`src/rtl/program_sequencer_pkg.sv`:
```
// Shared types and constants for the program sequencer and its instruction decoder.
package program_sequencer_pkg;

    typedef enum logic [1:0] {
        ST_FETCH = 2'd0,
        ST_EXEC  = 2'd1,
        ST_JUMP  = 2'd2,
        ST_HALT  = 2'd3
    } state_t;

    // Low two bits of the 1110_00cc opcode map straight onto this encoding.
    typedef enum logic [1:0] {
        COND_ALWAYS = 2'd0,
        COND_NZ     = 2'd1,
        COND_Z      = 2'd2,
        COND_NEVER  = 2'd3
    } jump_cond_t;

    localparam logic [3:0] SRC_X0     = 4'd0;
    localparam logic [3:0] SRC_DM     = 4'd7;
    localparam logic [3:0] SRC_NIBBLE = 4'd8;
    localparam logic [3:0] SRC_PINS   = 4'd9;

    localparam int EN_R  = 4;
    localparam int EN_I  = 6;
    localparam int EN_DM = 7;
    localparam int EN_O  = 8;

    localparam logic [2:0] DST_I  = 3'd6;
    localparam logic [2:0] DST_DM = 3'd7;
    localparam logic [2:0] DST_O  = 3'd4;

    // Destination field -> one-hot reg_en; code 4 selects o_reg instead of r.
    function automatic logic [8:0] dest_enable(input logic [2:0] dst);
        logic [8:0] en;
        en = '0;
        if (dst == DST_O)
            en[EN_O] = 1'b1;
        else
            en[dst] = 1'b1;
        return en;
    endfunction

endpackage

```
`src/rtl/program_sequencer_if.sv`:
```
// Program-memory bus and computational-unit control bundle driven by the sequencer.
interface program_sequencer_if #(
    parameter int PC_WIDTH = 8
) ();
    logic [PC_WIDTH-1:0] pm_addr;
    logic [7:0]          pm_data;
    logic                r_eq_0;
    logic [PC_WIDTH-1:0] pc;
    logic [7:0]          ir;
    logic [3:0]          source_sel;
    logic [8:0]          reg_en;
    logic                i_sel;
    logic                x_sel;
    logic                y_sel;
    logic [3:0]          nibble_ir;
    logic                halted;

    modport master (
        input  pm_data, r_eq_0,
        output pm_addr, pc, ir, source_sel, reg_en, i_sel, x_sel, y_sel, nibble_ir, halted
    );

    modport slave (
        output pm_data, r_eq_0,
        input  pm_addr, pc, ir, source_sel, reg_en, i_sel, x_sel, y_sel, nibble_ir, halted
    );
endinterface

```
`src/rtl/program_decoder.sv`:
```
// Purely combinational instruction decoder: ir -> datapath controls and jump/halt flags.
module program_decoder
    import program_sequencer_pkg::*;
(
    input  logic [7:0] ir,
    output logic [3:0] source_sel,
    output logic [8:0] reg_en,
    output logic       i_sel,
    output logic       x_sel,
    output logic       y_sel,
    output logic [3:0] nibble_ir,
    output logic       is_jump,
    output jump_cond_t jump_cond,
    output logic       is_halt
);

    logic [2:0] mv_dst;
    logic [2:0] mv_src;

    assign mv_dst = ir[5:3];
    assign mv_src = ir[2:0];

    always_comb begin
        source_sel = '0;
        reg_en     = '0;
        i_sel      = 1'b0;
        x_sel      = 1'b0;
        y_sel      = 1'b0;
        nibble_ir  = '0;
        is_jump    = 1'b0;
        jump_cond  = COND_NEVER;
        is_halt    = 1'b0;

        casez (ir)
            8'b0???_????: begin
                source_sel = SRC_NIBBLE;
                nibble_ir  = ir[3:0];
                reg_en     = dest_enable(ir[6:4]);
                // A dm write walks the dm pointer forward.
                if (ir[6:4] == DST_DM) begin
                    reg_en[EN_I] = 1'b1;
                    i_sel        = 1'b1;
                end
            end
            8'b10??_????: begin
                source_sel = (mv_dst == mv_src) ? SRC_PINS : {1'b0, mv_src};
                reg_en     = dest_enable(mv_dst);
                // Any dm access post-increments i unless i itself is the target.
                if ((((mv_src == DST_DM) && (mv_dst != DST_DM)) || (mv_dst == DST_DM))
                        && (mv_dst != DST_I)) begin
                    reg_en[EN_I] = 1'b1;
                    i_sel        = 1'b1;
                end
            end
            8'b110?_????: begin
                reg_en[EN_R] = 1'b1;
                x_sel        = ir[4];
                y_sel        = ir[3];
                nibble_ir    = ir[3:0];
                source_sel   = SRC_X0;
            end
            8'b1110_00??: begin
                if (ir[1:0] == 2'b11) begin
                    is_halt = 1'b1;
                end else begin
                    is_jump   = 1'b1;
                    jump_cond = jump_cond_t'(ir[1:0]);
                end
            end
            default: ;
        endcase
    end

endmodule

```
`src/rtl/program_sequencer.sv`:
```
// Fetch/exec/jump/halt sequencer: owns pc and ir and gates decoded controls to the EXEC cycle.
module program_sequencer
    import program_sequencer_pkg::*;
#(
    parameter int PC_WIDTH = 8,
    parameter int RESET_PC = 0
) (
    input  logic                 clk,
    input  logic                 reset_n,
    program_sequencer_if.master  bus
);

    state_t              state_reg, state_next;
    logic [PC_WIDTH-1:0] pc_reg, pc_next;
    logic [7:0]          ir_reg, ir_next;

    logic [3:0]  dec_source_sel;
    logic [8:0]  dec_reg_en;
    logic        dec_i_sel;
    logic        dec_x_sel;
    logic        dec_y_sel;
    logic [3:0]  dec_nibble_ir;
    logic        dec_is_jump;
    jump_cond_t  dec_jump_cond;
    logic        dec_is_halt;
    logic        jump_taken;
    logic        in_exec;

    program_decoder u_decoder (
        .ir         (ir_reg),
        .source_sel (dec_source_sel),
        .reg_en     (dec_reg_en),
        .i_sel      (dec_i_sel),
        .x_sel      (dec_x_sel),
        .y_sel      (dec_y_sel),
        .nibble_ir  (dec_nibble_ir),
        .is_jump    (dec_is_jump),
        .jump_cond  (dec_jump_cond),
        .is_halt    (dec_is_halt)
    );

    always_ff @(posedge clk or negedge reset_n) begin
        if (!reset_n) begin
            state_reg <= ST_FETCH;
            pc_reg    <= PC_WIDTH'(RESET_PC);
            ir_reg    <= 8'hFF;
        end else begin
            state_reg <= state_next;
            pc_reg    <= pc_next;
            ir_reg    <= ir_next;
        end
    end

    // ir still holds the jump opcode during JUMP, so the decoder supplies the condition.
    always_comb begin
        jump_taken = 1'b0;
        case (dec_jump_cond)
            COND_ALWAYS: jump_taken = 1'b1;
            COND_NZ:     jump_taken = ~bus.r_eq_0;
            COND_Z:      jump_taken = bus.r_eq_0;
            default:     jump_taken = 1'b0;
        endcase
    end

    always_comb begin
        state_next = state_reg;
        pc_next    = pc_reg;
        ir_next    = ir_reg;
        case (state_reg)
            ST_FETCH: begin
                ir_next    = bus.pm_data;
                state_next = ST_EXEC;
            end
            ST_EXEC: begin
                pc_next = pc_reg + PC_WIDTH'(1);
                if (dec_is_jump)
                    state_next = ST_JUMP;
                else if (dec_is_halt)
                    state_next = ST_HALT;
                else
                    state_next = ST_FETCH;
            end
            ST_JUMP: begin
                pc_next    = jump_taken ? PC_WIDTH'(bus.pm_data) : pc_reg + PC_WIDTH'(1);
                state_next = ST_FETCH;
            end
            ST_HALT: begin
                state_next = ST_HALT;
            end
            default: begin
                state_next = ST_FETCH;
            end
        endcase
    end

    assign in_exec = (state_reg == ST_EXEC);

    assign bus.pm_addr    = pc_reg;
    assign bus.pc         = pc_reg;
    assign bus.ir         = ir_reg;
    assign bus.source_sel = in_exec ? dec_source_sel : '0;
    assign bus.reg_en     = in_exec ? dec_reg_en     : '0;
    assign bus.i_sel      = in_exec & dec_i_sel;
    assign bus.x_sel      = in_exec & dec_x_sel;
    assign bus.y_sel      = in_exec & dec_y_sel;
    assign bus.nibble_ir  = in_exec ? dec_nibble_ir  : '0;
    assign bus.halted     = (state_reg == ST_HALT);

endmodule

```
`src/flat_wrapper.sv`:
```
// flat-port wrapper written by rule: the top's interface ports become plain ports
module program_sequencer_flat import program_sequencer_pkg::*;
#(
    parameter int PC_WIDTH = 8,
    parameter int RESET_PC = 0
)
  (clk, reset_n, bus_pm_data, bus_r_eq_0, bus_pm_addr, bus_pc, bus_ir, bus_source_sel, bus_reg_en, bus_i_sel, bus_x_sel, bus_y_sel, bus_nibble_ir, bus_halted);
  program_sequencer_if #(.PC_WIDTH(PC_WIDTH)) bus_i ();
  input  logic clk;
  input  logic reset_n;
  input wire logic [$bits(bus_i.pm_data)-1:0] bus_pm_data;
  input wire logic [$bits(bus_i.r_eq_0)-1:0] bus_r_eq_0;
  output wire logic [$bits(bus_i.pm_addr)-1:0] bus_pm_addr;
  output wire logic [$bits(bus_i.pc)-1:0] bus_pc;
  output wire logic [$bits(bus_i.ir)-1:0] bus_ir;
  output wire logic [$bits(bus_i.source_sel)-1:0] bus_source_sel;
  output wire logic [$bits(bus_i.reg_en)-1:0] bus_reg_en;
  output wire logic [$bits(bus_i.i_sel)-1:0] bus_i_sel;
  output wire logic [$bits(bus_i.x_sel)-1:0] bus_x_sel;
  output wire logic [$bits(bus_i.y_sel)-1:0] bus_y_sel;
  output wire logic [$bits(bus_i.nibble_ir)-1:0] bus_nibble_ir;
  output wire logic [$bits(bus_i.halted)-1:0] bus_halted;
  assign bus_i.pm_data = bus_pm_data;
  assign bus_i.r_eq_0 = bus_r_eq_0;
  assign bus_pm_addr = bus_i.pm_addr;
  assign bus_pc = bus_i.pc;
  assign bus_ir = bus_i.ir;
  assign bus_source_sel = bus_i.source_sel;
  assign bus_reg_en = bus_i.reg_en;
  assign bus_i_sel = bus_i.i_sel;
  assign bus_x_sel = bus_i.x_sel;
  assign bus_y_sel = bus_i.y_sel;
  assign bus_nibble_ir = bus_i.nibble_ir;
  assign bus_halted = bus_i.halted;
  program_sequencer #(.PC_WIDTH(PC_WIDTH), .RESET_PC(RESET_PC)) u_core (.clk(clk), .reset_n(reset_n), .bus(bus_i));
endmodule
```
`config.mk`:
```
export PLATFORM = sky130hd
export DESIGN_NAME = program_sequencer_flat
export DESIGN_NICKNAME = d
export VERILOG_FILES = /design/src/rtl/program_sequencer_pkg.sv /design/src/rtl/program_sequencer_if.sv /design/src/rtl/program_decoder.sv /design/src/rtl/program_sequencer.sv /design/src/flat_wrapper.sv
export SDC_FILE = /design/constraint.sdc
export NUM_CORES = 1
export LEC_CHECK = 0
export ABC_AREA = 1
export CAP_MARGIN = 20
export CORE_AREA = 2 2 67 69
export DETAILED_ROUTE_END_ITERATION = 7
export DIE_AREA = 0 0 69 71
export HOLD_SLACK_MARGIN = 0.12
export PLACE_DENSITY = 0.7
export REMOVE_ABC_BUFFERS = 1
export SYNTH_ARGS = -nofsm -noshare
export SYNTH_HDL_FRONTEND = slang
export SYNTH_HIERARCHICAL = 1
export SYNTH_SLANG_ARGS = --single-unit
```
`constraint.sdc`:
```
create_clock -name clk -period 5.4 [get_ports clk]
set_clock_uncertainty 0.2 [all_clocks]
set_input_delay 0.54 -clock clk [delete_from_list [all_inputs] [get_ports clk]]
set_output_delay 0.54 -clock clk [all_outputs]
set_load 0.01 [all_outputs]
```
==> qor.yml <==
place_congestion: 0.8027
path_clk_slew_ps: 70
final_area_um2: 2157
tightest_slew_ps: 821.2
critPathTopFamily: "buffers and inverters"
drive_gt1_frac: 0.1058
synth_warnings: 6
rsz0062_at_grt: "false"
cp_data_arrival_time_ps: 2030
cp_max_fo: 22
core_area_um2: 4204
vias: 1610
n_antenna_cell: 0
dieHeight_um: 71
antenna_found_initial: 0
wire_per_inst_um: 10.87
worstSetupPathType: "flop to output pin"
drt_iter0_drc: 115
slew_violations: 0
place_area_um2: 2102
numCtsBuffers: 3
drc: 0
grt_pass1_wl_mm: 6.617
end_kind: "output pin"
hold_path_class: "flop to flop"
ys_types: 30
place_inst: 341
utilization: 0.5131
yosysSeqAreaShare: 0.2891
grt_pass1_vias: 1451
port_buffers: 55
max_freq_mhz: 361.7
initial_core_util: 0.3789
critPathSlowestCell: "ha_1"
p_leak_nw: 1.128
cts_setup_buffers: 0
hold_slack_ps: 345.2
hold_buffers: 0
first_pass_iters: 6
status: "completed"
finalWorstPathRequiredPeriod_ps: 2765
worstHoldPathCells: 2
syn-cell-area_um2: 1593
path_cells: "inv_1 > ha_1 > nand2_1 > inv_1 > clkdlybuf4s50_1"
cpMostUsedCell: "inv_1"
worstPathRequired_ps: 4660
area.growth.synth_to_final_pct: 35.43
start_kind: "flop"
fin_crit_sh: 0.5120
hold_viol: 0
insertion_delay_ps: 250
grt_max_degree: 23
register_area_um2: 460.4
netlist.area_leader.share: 0.1673
nets: 310
max-vdd-ir-drop_uv: 279.9
cp_num_cells: 5
n_fill_cell: 465
cts.sinks: 18
tns_ps: 0
fp-row-count: 24
cts_tree: "built"
cp_slowest_stage_delay_ps: 580
ios: 56
yosys.area.top_type: "nand2_1"
setup_viol_count_final: 0
cts_resized: 0
fin_cells: 345
crit_buf_inv: 3
clk_path_buf_depth: 2
detail_route.wirelength_mm: 3.749
ys_ff_latch: 18
post-dp-hpwl_mm: 2.925
slew-limit-headroom: 0.4508
h-tree-depth: 1
gr-total-overflow: 0
powerDensity_nw_per_um2: 567.6
multiInputGateArea_um2: 827.0
postRouteAntennaNets: 0
synth.avg_cell_area_um2: 6.371
die_area_um2: 4899
vias_per_cell: 4.667
syn-instance-count: 250
reg2reg_depth: 9
root_buffer: "clkbuf_8"
die_width_um: 69
maxCapViolations: 0
grt_usage: 0.1600
ys_top_cells_by_area: "nand2_1 17%, dfrtp_1 16%, dfstp_2 13%"
[kinds of logic (layout without fill, tap and decap cells)]
group / Yosys count / in the layout / synth area share
flip-flops: 18 / 18 / 0.2891
AND/OR/NAND/NOR: 129 / 129 / 0.3661
XOR/XNOR: 2 / 2 / 0.01100
adder cells (fa/ha/maj): 5 / 5 / 0.03928
buffers and inverters: 69 / 112 / 0.1917
multiplexers: 3 / 3 / 0.02121
AO/OA/AOI/OAI: 24 / 24 / 0.08170
[cell type report]
cell class                 instances  area share
multi-input combinational        163      0.3834
sequential                        18      0.2135
clock buffer                       4     0.02552
timing repair buffer              55      0.2552
inverter                          53     0.09223
tap                               52     0.03016
[cells in the mapped netlist]
| cell type | instances |
|---|---|
| a211oi_1 | 1 |
| a21oi_1 | 12 |
| buf_2 | 3 |
| buf_4 | 9 |
| buf_6 | 1 |
| clkbuf_1 | 2 |
| clkbuf_2 | 1 |
| dfrtp_1 | 10 |
| dfstp_2 | 8 |
| ha_1 | 5 |
| inv_1 | 49 |
| inv_2 | 4 |
| mux2_2 | 3 |
| nand2_1 | 71 |
| nand2_2 | 5 |
| nand2_4 | 1 |
| nand3_1 | 14 |
| nand3_2 | 1 |
| nand3_4 | 1 |
| nand3b_1 | 1 |
| nand4_1 | 7 |
| nor2_1 | 20 |
| nor2_2 | 3 |
| nor2_4 | 1 |
| nor3_1 | 4 |
| o211ai_1 | 1 |
| o21ai_0 | 4 |
| o21ai_1 | 2 |
| o22ai_1 | 4 |
| xnor2_1 | 2 |
[through the flow]
stage | power (mW) | setup slack [ps]
6_report | 1.224 | 2635
3_5_place_dp | 1.118 | 2873
2_1_floorplan | 0.7522 | 3511
3_3_place_gp | 1.111 | 2931
5_1_grt | 1.344 | 2375
4_1_cts | 1.234 | 2593
[worst register-to-register path: stages, from the launching register on]
cell and delay [ps]:
dfstp_2 680, nand2_2 110, nor2_2 100, nand3_2 80
inv_2 80, nand2_2 60, nand2_2 160, nand3_4 160
o211ai_1 190, nand2_1 60
[cell usage in the layout, fill, tap and decap left out, types with 2 or more instances in the layout]
| cell | count |
|---|---|
| inv_2 | 4 |
| nand3_1 | 14 |
| clkbuf_8 | 4 |
| ha_1 | 5 |
| nor3_1 | 4 |
| nand4_1 | 7 |
| a21oi_1 | 12 |
| dfstp_2 | 8 |
| nand2_1 | 71 |
| mux2_2 | 3 |
| nand2_2 | 5 |
| o22ai_1 | 4 |
| o21ai_1 | 2 |
| dfrtp_1 | 10 |
| nor2_1 | 20 |
| o21ai_0 | 4 |
| nor2_2 | 3 |
| xnor2_1 | 2 |
| clkdlybuf4s50_1 | 55 |
| inv_1 | 49 |
[routing by layer]
metal	routed length, µm	vias to the layer above	share of wire	GRT usage
met2	1702	57	0.45	0.2767
li1	-	842	-	-
met1	1793	707	0.48	0.2106
met4	41	0	0.011	0.04575
met3	211	4	0.056	0.01994
met5	0	-	0	0
[report_power, final]
part	switching (mW)	internal, mW	leakage, nW
combinational	0.400	0.386	0.888
clock	0.0445	0.0648	0.0288
sequential	0.111	0.218	0.211
total	0.556	0.668	1.13
[worst paths after layout]
| path | startpoint | slack [ps] | end |
|---|---|---|---|
| max reg2reg | u_core/bus.ir[6]$_DFFE_PN1N_ | 3400 | u_core/bus.pc[2]$_DFFE_PN0P_ |
| max | u_core/state_reg[1]$_DFF_PN0_ | 2630 | bus_reg_en[2] |
| min reg2reg | u_core/bus.ir[4]$_DFFE_PN1N_ | 350 | u_core/bus.ir[4]$_DFFE_PN1N_ |
| min in group asynchronous | reset_n | 560 | u_core/bus.pc[7]$_DFFE_PN0P_ |
| max in group asynchronous | reset_n | 3930 | u_core/state_reg[0]$_DFF_PN0_ |
| min | u_core/bus.ir[4]$_DFFE_PN1N_ | 350 | u_core/bus.ir[4]$_DFFE_PN1N_ |
No activity file was read; power rests on OpenSTA's default activity.
